## config.mk

```make
export PLATFORM = sky130hd
export DESIGN_NAME = proc_controller_p
export DESIGN_NICKNAME = d
export VERILOG_FILES = /design/src/rtl/proc_pkg.sv /design/src/rtl/proc_field_decode.sv /design/src/rtl/proc_controller_p.sv
export SDC_FILE = /design/constraint.sdc
export NUM_CORES = 1
export LEC_CHECK = 0
export ABC_AREA = 1
export BUFFER_PORTS_ARGS = -buffer_cell sky130_fd_sc_hd__buf_4
export CAP_MARGIN = 20
export CELL_PAD_IN_SITES_DETAIL_PLACEMENT = 1
export CELL_PAD_IN_SITES_GLOBAL_PLACEMENT = 1
export CORE_MARGIN = 2
export CORE_UTILIZATION = 19
export CTS_CLUSTER_DIAMETER = 30
export CTS_CLUSTER_SIZE = 30
export DETAILED_ROUTE_END_ITERATION = 10
export GPL_TIMING_DRIVEN = 0
export PLACE_DENSITY_LB_ADDON = 0.12
export SETUP_SLACK_MARGIN = 0.15
export SLEW_MARGIN = 10
export SYNTH_ARGS = -nofsm -noshare
export SYNTH_HDL_FRONTEND = slang
export SYNTH_SLANG_ARGS = --single-unit
```

## constraint.sdc

```tcl
create_clock -name clk -period 1.1 [get_ports clk]
set_clock_uncertainty 0.15 [all_clocks]
set_input_delay 0.11 -clock clk [delete_from_list [all_inputs] [get_ports clk]]
set_output_delay 0.11 -clock clk [all_outputs]
set_load 0.005 [all_outputs]
```

## src/rtl/proc_pkg.sv

```systemverilog
// rtl/proc_pkg.sv - shared opcode, state, ALU-select and RF-mux codes for proc_controller_p
package proc_pkg;

    // Opcodes; any value not listed executes as NOOP.
    localparam int unsigned OP_NOOP  = 0;
    localparam int unsigned OP_STORE = 1;
    localparam int unsigned OP_LOAD  = 2;
    localparam int unsigned OP_ADD   = 3;
    localparam int unsigned OP_SUB   = 4;
    localparam int unsigned OP_HALT  = 5;
    localparam int unsigned OP_LOADC = 6;
    localparam int unsigned OP_JMP   = 7;
    localparam int unsigned OP_JZ    = 8;

    // ALU select codes.
    localparam int unsigned ALU_PASS = 0;
    localparam int unsigned ALU_ADD  = 1;
    localparam int unsigned ALU_SUB  = 2;

    // Register-file write-data mux codes.
    localparam logic [1:0] RFS_ALU = 2'd0;
    localparam logic [1:0] RFS_MEM = 2'd1;
    localparam logic [1:0] RFS_IMM = 2'd2;

    // Controller states; the encoding is visible on the State port.
    typedef enum logic [3:0] {
        ST_INIT   = 4'd0,
        ST_FETCH  = 4'd1,
        ST_DECODE = 4'd2,
        ST_NOOP   = 4'd3,
        ST_STORE  = 4'd4,
        ST_LOAD_A = 4'd5,
        ST_LOAD_B = 4'd6,
        ST_ADD    = 4'd7,
        ST_SUB    = 4'd8,
        ST_HALT   = 4'd9,
        ST_LOADC  = 4'd10,
        ST_JMP    = 4'd11,
        ST_JZ     = 4'd12
    } state_e;

endpackage

```

## src/rtl/proc_field_decode.sv

```systemverilog
// rtl/proc_field_decode.sv - combinational slicing of instruction fields
module proc_field_decode #(
    parameter int DA_W = 8,
    parameter int RA_W = 4,
    parameter int OP_W = 4
) (
    input  logic [OP_W+DA_W+RA_W-1:0] instruction,
    output logic [OP_W-1:0]           op,
    output logic [RA_W-1:0]           hi,
    output logic [RA_W-1:0]           rb,
    output logic [RA_W-1:0]           rc,
    output logic [DA_W-1:0]           d_hi,
    output logic [DA_W-1:0]           d_lo
);

    localparam int IW = OP_W + DA_W + RA_W;

    // d_hi overlaps hi and rb; it is the LOAD address, d_lo is the STORE/jump/immediate field.
    assign op   = instruction[IW-1 -: OP_W];
    assign hi   = instruction[DA_W+RA_W-1 -: RA_W];
    assign d_hi = instruction[DA_W+RA_W-1 -: DA_W];
    assign d_lo = instruction[DA_W-1:0];
    assign rb   = instruction[RA_W*2-1 -: RA_W];
    assign rc   = instruction[RA_W-1:0];

endmodule

```

## src/rtl/proc_controller_p.sv

```systemverilog
// rtl/proc_controller_p.sv - parametrised Moore fetch/decode/execute controller
module proc_controller_p
    import proc_pkg::*;
#(
    parameter int DA_W   = 8,
    parameter int RA_W   = 4,
    parameter int OP_W   = 4,
    parameter int ALU_SW = 3,
    parameter int IW     = OP_W + DA_W + RA_W
) (
    input  logic              clk,
    input  logic              Reset,
    input  logic [IW-1:0]     instruction,
    input  logic              D_ready,
    input  logic              RF_Ra_zero,
    output logic [DA_W-1:0]   D_addr,
    output logic              D_wr,
    output logic              PC_clr,
    output logic              PC_up,
    output logic              PC_ld,
    output logic [DA_W-1:0]   PC_addr,
    output logic              IR_ld,
    output logic [1:0]        RF_s,
    output logic [DA_W-1:0]   RF_W_data,
    output logic [RA_W-1:0]   RF_W_addr,
    output logic              RF_W_wr,
    output logic [RA_W-1:0]   RF_Ra_addr,
    output logic              RF_Ra_rd,
    output logic [RA_W-1:0]   RF_Rb_addr,
    output logic              RF_Rb_rd,
    output logic [ALU_SW-1:0] Alu_s0,
    output logic [3:0]        State
);

    logic [OP_W-1:0] op;
    logic [RA_W-1:0] hi;
    logic [RA_W-1:0] rb;
    logic [RA_W-1:0] rc;
    logic [DA_W-1:0] d_hi;
    logic [DA_W-1:0] d_lo;

    state_e state_q;
    state_e state_d;
    state_e exec_state;

    proc_field_decode #(
        .DA_W (DA_W),
        .RA_W (RA_W),
        .OP_W (OP_W)
    ) u_field_decode (
        .instruction (instruction),
        .op          (op),
        .hi          (hi),
        .rb          (rb),
        .rc          (rc),
        .d_hi        (d_hi),
        .d_lo        (d_lo)
    );

    // Map the opcode to its execute state; unknown opcodes fall back to NOOP.
    always_comb begin
        exec_state = ST_NOOP;
        case (op)
            OP_W'(OP_STORE): exec_state = ST_STORE;
            OP_W'(OP_LOAD):  exec_state = ST_LOAD_A;
            OP_W'(OP_ADD):   exec_state = ST_ADD;
            OP_W'(OP_SUB):   exec_state = ST_SUB;
            OP_W'(OP_HALT):  exec_state = ST_HALT;
            OP_W'(OP_LOADC): exec_state = ST_LOADC;
            OP_W'(OP_JMP):   exec_state = ST_JMP;
            OP_W'(OP_JZ):    exec_state = ST_JZ;
            default:         exec_state = ST_NOOP;
        endcase
    end

    // Next-state logic; LOAD_A waits for memory, HALT waits for reset.
    always_comb begin
        state_d = state_q;
        case (state_q)
            ST_INIT:   state_d = ST_FETCH;
            ST_FETCH:  state_d = ST_DECODE;
            ST_DECODE: state_d = exec_state;
            ST_LOAD_A: state_d = D_ready ? ST_LOAD_B : ST_LOAD_A;
            ST_HALT:   state_d = ST_HALT;
            default:   state_d = ST_FETCH;
        endcase
    end

    // State register; reset is asynchronous so it aborts a stalled LOAD at once.
    always_ff @(posedge clk or negedge Reset) begin
        if (!Reset) begin
            state_q <= ST_INIT;
        end else begin
            state_q <= state_d;
        end
    end

    // Moore outputs decoded from the current state and the held instruction.
    always_comb begin
        D_addr     = '0;
        D_wr       = 1'b0;
        PC_clr     = 1'b0;
        PC_up      = 1'b0;
        PC_ld      = 1'b0;
        PC_addr    = '0;
        IR_ld      = 1'b0;
        RF_s       = RFS_ALU;
        RF_W_data  = '0;
        RF_W_addr  = '0;
        RF_W_wr    = 1'b0;
        RF_Ra_addr = '0;
        RF_Ra_rd   = 1'b0;
        RF_Rb_addr = '0;
        RF_Rb_rd   = 1'b0;
        Alu_s0     = '0;
        case (state_q)
            ST_INIT: begin
                PC_clr = 1'b1;
            end
            ST_FETCH: begin
                IR_ld = 1'b1;
                PC_up = 1'b1;
            end
            ST_STORE: begin
                D_addr     = d_lo;
                D_wr       = 1'b1;
                RF_Ra_addr = hi;
                RF_Ra_rd   = 1'b1;
            end
            ST_LOAD_A, ST_LOAD_B: begin
                D_addr    = d_hi;
                RF_s      = RFS_MEM;
                RF_W_addr = rc;
                RF_W_wr   = (state_q == ST_LOAD_B);
            end
            ST_ADD, ST_SUB: begin
                RF_Ra_addr = hi;
                RF_Ra_rd   = 1'b1;
                RF_Rb_addr = rb;
                RF_Rb_rd   = 1'b1;
                RF_W_addr  = rc;
                RF_W_wr    = 1'b1;
                Alu_s0     = (state_q == ST_ADD) ? ALU_SW'(ALU_ADD) : ALU_SW'(ALU_SUB);
            end
            ST_LOADC: begin
                RF_s      = RFS_IMM;
                RF_W_data = d_lo;
                RF_W_addr = hi;
                RF_W_wr   = 1'b1;
            end
            ST_JMP: begin
                PC_ld   = 1'b1;
                PC_addr = d_lo;
            end
            ST_JZ: begin
                RF_Ra_addr = hi;
                RF_Ra_rd   = 1'b1;
                PC_addr    = d_lo;
                PC_ld      = RF_Ra_zero;
            end
            default: begin
            end
        endcase
    end

    assign State = state_q;

endmodule

```

* Yosys cells after proc, flatten, opt, wreduce, memory -nomap -nowiden *
Memories as Yosys holds them, arrays and structs flattened.
Cells that the tools add are included.

storage, ports and cells
  bits in writable memories = 0
  bits in read-only memories = 64
  logic and storage cells = 38
  input port bits = 20
  latch bits = 0
  register bits = 4
  memories kept = 1
  output and inout port bits = 53

memories
  name              depth  bits a word  read ports  clocked after memory_dff  write ports  line                     source
  (name not given)  16     4            1           0                         0            proc_controller_p.sv:63  case (op)

cells by class
  div/mod/pow operators = 0
  reductions and logical operators = 7
  shift-type cells = 0
  bitwise logic cells = 0
  add/sub/neg operators = 0
  multiply operators = 0
  magnitude comparators = 0
  multiplexer cells = 18
  equality and inequality tests = 11

operator list
  operator                                             number
  equality test 4 bit, second input constant           5
  equality test 4 x 3 -> 1 bit, second input constant  4
  two-way mux 8 bit                                    2
  case mux 4 bit (4 select lines)                      1
  case mux 8 bit (2 select lines)                      1
  two-way mux 4 bit                                    2
  case mux 4 bit (2 select lines)                      1
  OR reduction 4 bit                                   2
  two-way mux 2 bit                                    3
  OR reduction 2 bit                                   3
  two-way mux 1 bit                                    5
  equality test 4 x 1 -> 1 bit, second input constant  1
  equality test 4 x 2 -> 1 bit, second input constant  1
  zero test 4 bit                                      1
  case mux 1 bit (2 select lines)                      2
  case mux 2 bit (2 select lines)                      1
  OR reduction 3 bit                                   1

* Depth between registers and ports, before layout *
  depth after elaboration = 3
  depth in mapped cells = 7
  depth with buffers taken out = 7

* Modules after synthesis *
A second synthesis with hierarchy kept.

unflattened totals
  cell total of the unflattened synthesis = 177
  area, all modules = 1021.0 µm²

modules (own cells, without submodules)
  module             cells each  area an instance (µm²)  sequential area each (µm²)  times used
  proc_controller_p  145         780.7                   100.1                       1
  proc_field_decode  32          240.2                   0.0                         1

* Least setup slack after synthesis *
OpenSTA, ideal clock, no wires.

  path type = reg-to-output
  from = register state_q[3] (netlist: State[3])
  to = output RF_W_addr[0]
  cell stages (with the launch flop) = 8
  required time = 0.840 ns
  arrival time = 1.053 ns
  slack = -0.213 ns
  buffers on the path = 0
  cell sequence = dfrtp_1 -> inv_2 -> nand2_4 -> nor2_2 -> nor2_8 -> nand2_2 -> nand2_1 -> nand2_1

between the ends
  word-level cells in the longest chain between the ends = 3
  elaborated cells between the ends (all ways) = 7
  classes of those cells = 5 x eq/ne; 1 x mux; 1 x reduce/logical

RTL lines
  item                                                                        line                      source
  from (decl)                                                                 proc_controller_p.sv:42   state_e state_q;
  from (signal assigned)                                                      proc_controller_p.sv:94   state_q <= state_d;
  equality test 4 x 3 -> 1 bit / equality test 4 bit (equally long branches)  proc_controller_p.sv:116  case (state_q)
  OR reduction 4 bit (no source line)                                         n/a
  case mux 4 bit (2 select lines) (*)                                         proc_controller_p.sv:116
  to (decl)                                                                   proc_controller_p.sv:25   output logic [RA_W-1:0] RF_W_addr,

Every way passes the cells marked *; elsewhere a longest branch is shown, timed or not.

* Worst setup path after layout *
  from = register state_q[1] (netlist: State[1])
  to = output RF_W_addr[2]

Same word-level chain as after synthesis.

==> results.sh <==
export IMPL_status="finished with violations"
export IMPL_violations="negative hold slack, negative setup slack"
export IMPL_yosys_warnings=0
export IMPL_endpoint_kind="output port"
export IMPL_n_antenna_cell=0
export IMPL_die_w_um=66.5
export IMPL_min_period_ns=1.75
export IMPL_max_stage_delay_ns=0.45
export IMPL_initial_core_util=0.200
export IMPL_ys_ff_latch=4
export IMPL_report_final_slew_viol_count=0
export IMPL_dr_max_layer_used="met4"
export IMPL_cts_buffers=3
export IMPL_drt_total_wl_mm=4.36
export IMPL_antenna_found_initial=0
export IMPL_ys_types=20
export IMPL_grt_max_degree=10
export IMPL_num_vias=1268
export IMPL_insertion_delay_ns=0.23
export IMPL_nFillCells=465
export IMPL_first_global_vias=1257
export IMPL_overflow=0
export IMPL_hpwl_mm=2.87
export IMPL_drc=0
export IMPL_stdcell_area_mm2=0.00194
export IMPL_rsz0062_at_grt="yes"
export IMPL_row_count=22
export IMPL_cp_arrival_ns=1.49
export IMPL_drive_gt1_frac=0.688
export IMPL_crit_path_top_delay_cell="dfrtp_2"
export IMPL_synth_cell_area_um2=742
export IMPL_crit_type="reg2out"
export IMPL_power_density_mw_per_mm2=1800
export IMPL_dieArea_mm2=0.00442
export IMPL_placed_area_mm2=0.00139
export IMPL_worst_setup_path_start_kind="flop"
export IMPL_ctsHoldBuffers=1
export IMPL_postRouteAntennaNets=0
export IMPL_hold_class="in2reg"
export IMPL_drt_iter0_markers=27
export IMPL_largest_reg_flops=4
export IMPL_gp_congestion=0.763
export IMPL_synthCells=133
export IMPL_cts_sinks=4
export IMPL_power_leakage_nw=1.03
export IMPL_clkTransAtPathRegs_ns=0.04
export IMPL_nNetsFinal=261
export IMPL_final_hold_violation_count=1
export IMPL_finalCritPeriodShare=1.59
export IMPL_path_cells="clkinv_4 -> nand2_8 -> nor2_4 -> nor2_4 -> nand2_4 -> nand2_1 -> nand2_1 -> buf_4"
export IMPL_wl_per_cell_um=15.3
export IMPL_die_h_um=66.5
export IMPL_dp_slack_ns=-0.415
export IMPL_area_growth_synth_to_final_pct=162
export IMPL_route_met2_wl_mm=2.40
export IMPL_fin_hold_ws_ns=-0.0343
export IMPL_required_ns=0.84
export IMPL_final_common_cell="buf_4"
export IMPL_postSynthAreaPerCell_um2=5.58
export IMPL_dr_pass1_iters=4
export IMPL_htree_levels=1
export IMPL_finalSetupViolCount=56
export IMPL_most_common_layout_cells="buf_4 (74), buf_6 (24), inv_1 (20)"
export IMPL_ys_seq_area_frac=0.135
export IMPL_grtUsageTotal=0.177
export IMPL_clockBufferDepth=2
export IMPL_io_pins=73
export IMPL_worst_slack_ns=-0.648
export IMPL_vias_per_cell=4.45
export IMPL_cts_tree="done"
export IMPL_crit_family="simple AND/OR/NAND/NOR gates"
export IMPL_max_freq_mhz=572
export IMPL_root_buffer="clkbuf_8"
export IMPL_syn_nets=156
export IMPL_io_buffers=71
export IMPL_wl_met3_um=285
export IMPL_core_area_mm2=0.00372
export IMPL_path_buf_inv=2
export IMPL_grt_pass1_wl_mm=6.05
export IMPL_drt_met1_wl_mm=1.62
export IMPL_max_cap_violations=0
export IMPL_peakVddDrop_mv=1.06
export IMPL_path_max_fanout=4
-- synthesized netlist by cell type (all sizes together) --
cell type,number,area share
nand4,2,0.017
dfrtp,4,0.13
inv,29,0.15
conb,1,0.0051
nand2,29,0.17
a21oi,3,0.025
o21ai,3,0.020
nor2,42,0.29
o22ai,10,0.084
nand3,5,0.034
ha,3,0.051
buf,2,0.020
-- power by group --
| group | leakage (nW) | internal, mW | total [mW] | switching [mW] |
|---|---|---|---|---|
| sequential | 0.0455 | 0.224 | 0.348 | 0.124 |
| clock | 0.0228 | 0.249 | 0.345 | 0.0962 |
| combinational | 0.966 | 1.39 | 2.80 | 1.41 |
-- routing by layer --
layer,vias up,global-route usage
met5,-,0
met4,0,0.0536
met3,5,0.0220
met2,49,0.340
met1,594,0.199
li1,620,-
-- through the flow --
stage / total power [mW] / util / hold WS (ns) / TNS [ns] / instances
after global placement: 2.01 / 0.374 / -0.246 / -14.15 / 252
final: 3.49 / 0.522 / -0.0343 / -28.59 / 285
after detailed placement: 2.03 / 0.374 / -0.242 / -15.08 / 252
after global routing: 3.72 / 0.522 / -0.0172 / -31.89 / 285
after CTS: 2.90 / 0.442 / -0.0288 / -26.65 / 275
after floorplan: 1.23 / - / -0.336 / -5.21 / 133
-- worst reg2reg max path, stage by stage, from the launching register on --
cell and delay [ns]:
dfrtp_2 0.46, clkinv_4 0.12, nand2_4 0.06, nor2_4 0.22, buf_4 0.17, nand2_1 0.05
nand4_1 0.09
-- worst paths after layout --
check	from	to	slack, ns	cells past startpoint
min	D_ready	State[1]	-0.03	3
min in group asynchronous	Reset	State[0]	0.09	2
min reg2reg	State[3]	State[3]	0.50	2
max reg2reg	State[1]	State[0]	-0.30	6
max in group asynchronous	Reset	State[2]	0.58	2
max	State[1]	RF_W_addr[2]	-0.65	8
-- timing repair --
item,4_1_cts,5_1_grt
cloned,1,1
hold endpoints to repair,5,1
pin swaps,8,17
endpoints found under the setup margin,56,56
buffers inserted,17,9
resized for setup,16,59
-- cell families (layout without fill, tap and decap cells) --
logic type / count (synthesis) / after routing / synth area share
simple gates: 78 / 80 / 0.513
buf+inv: 31 / 133 / 0.167
compound gates: 16 / 16 / 0.130
flops: 4 / 4 / 0.135
fa+ha+maj: 3 / 3 / 0.0506
other cells: 1 / 1 / 0.00505
-- area by class of cell --
type | count | area [µm²] | area share
buffer | 2 | 15.0 | 0.00774
timing repair buffer | 98 | 841 | 0.433
inverter | 29 | 131 | 0.0677
multi-input combinational | 100 | 743 | 0.383
tap | 48 | 60.1 | 0.0309
clock buffer | 4 | 45.0 | 0.0232
sequential | 4 | 105 | 0.0542
Note: power is estimated with default switching activity, not from simulation.
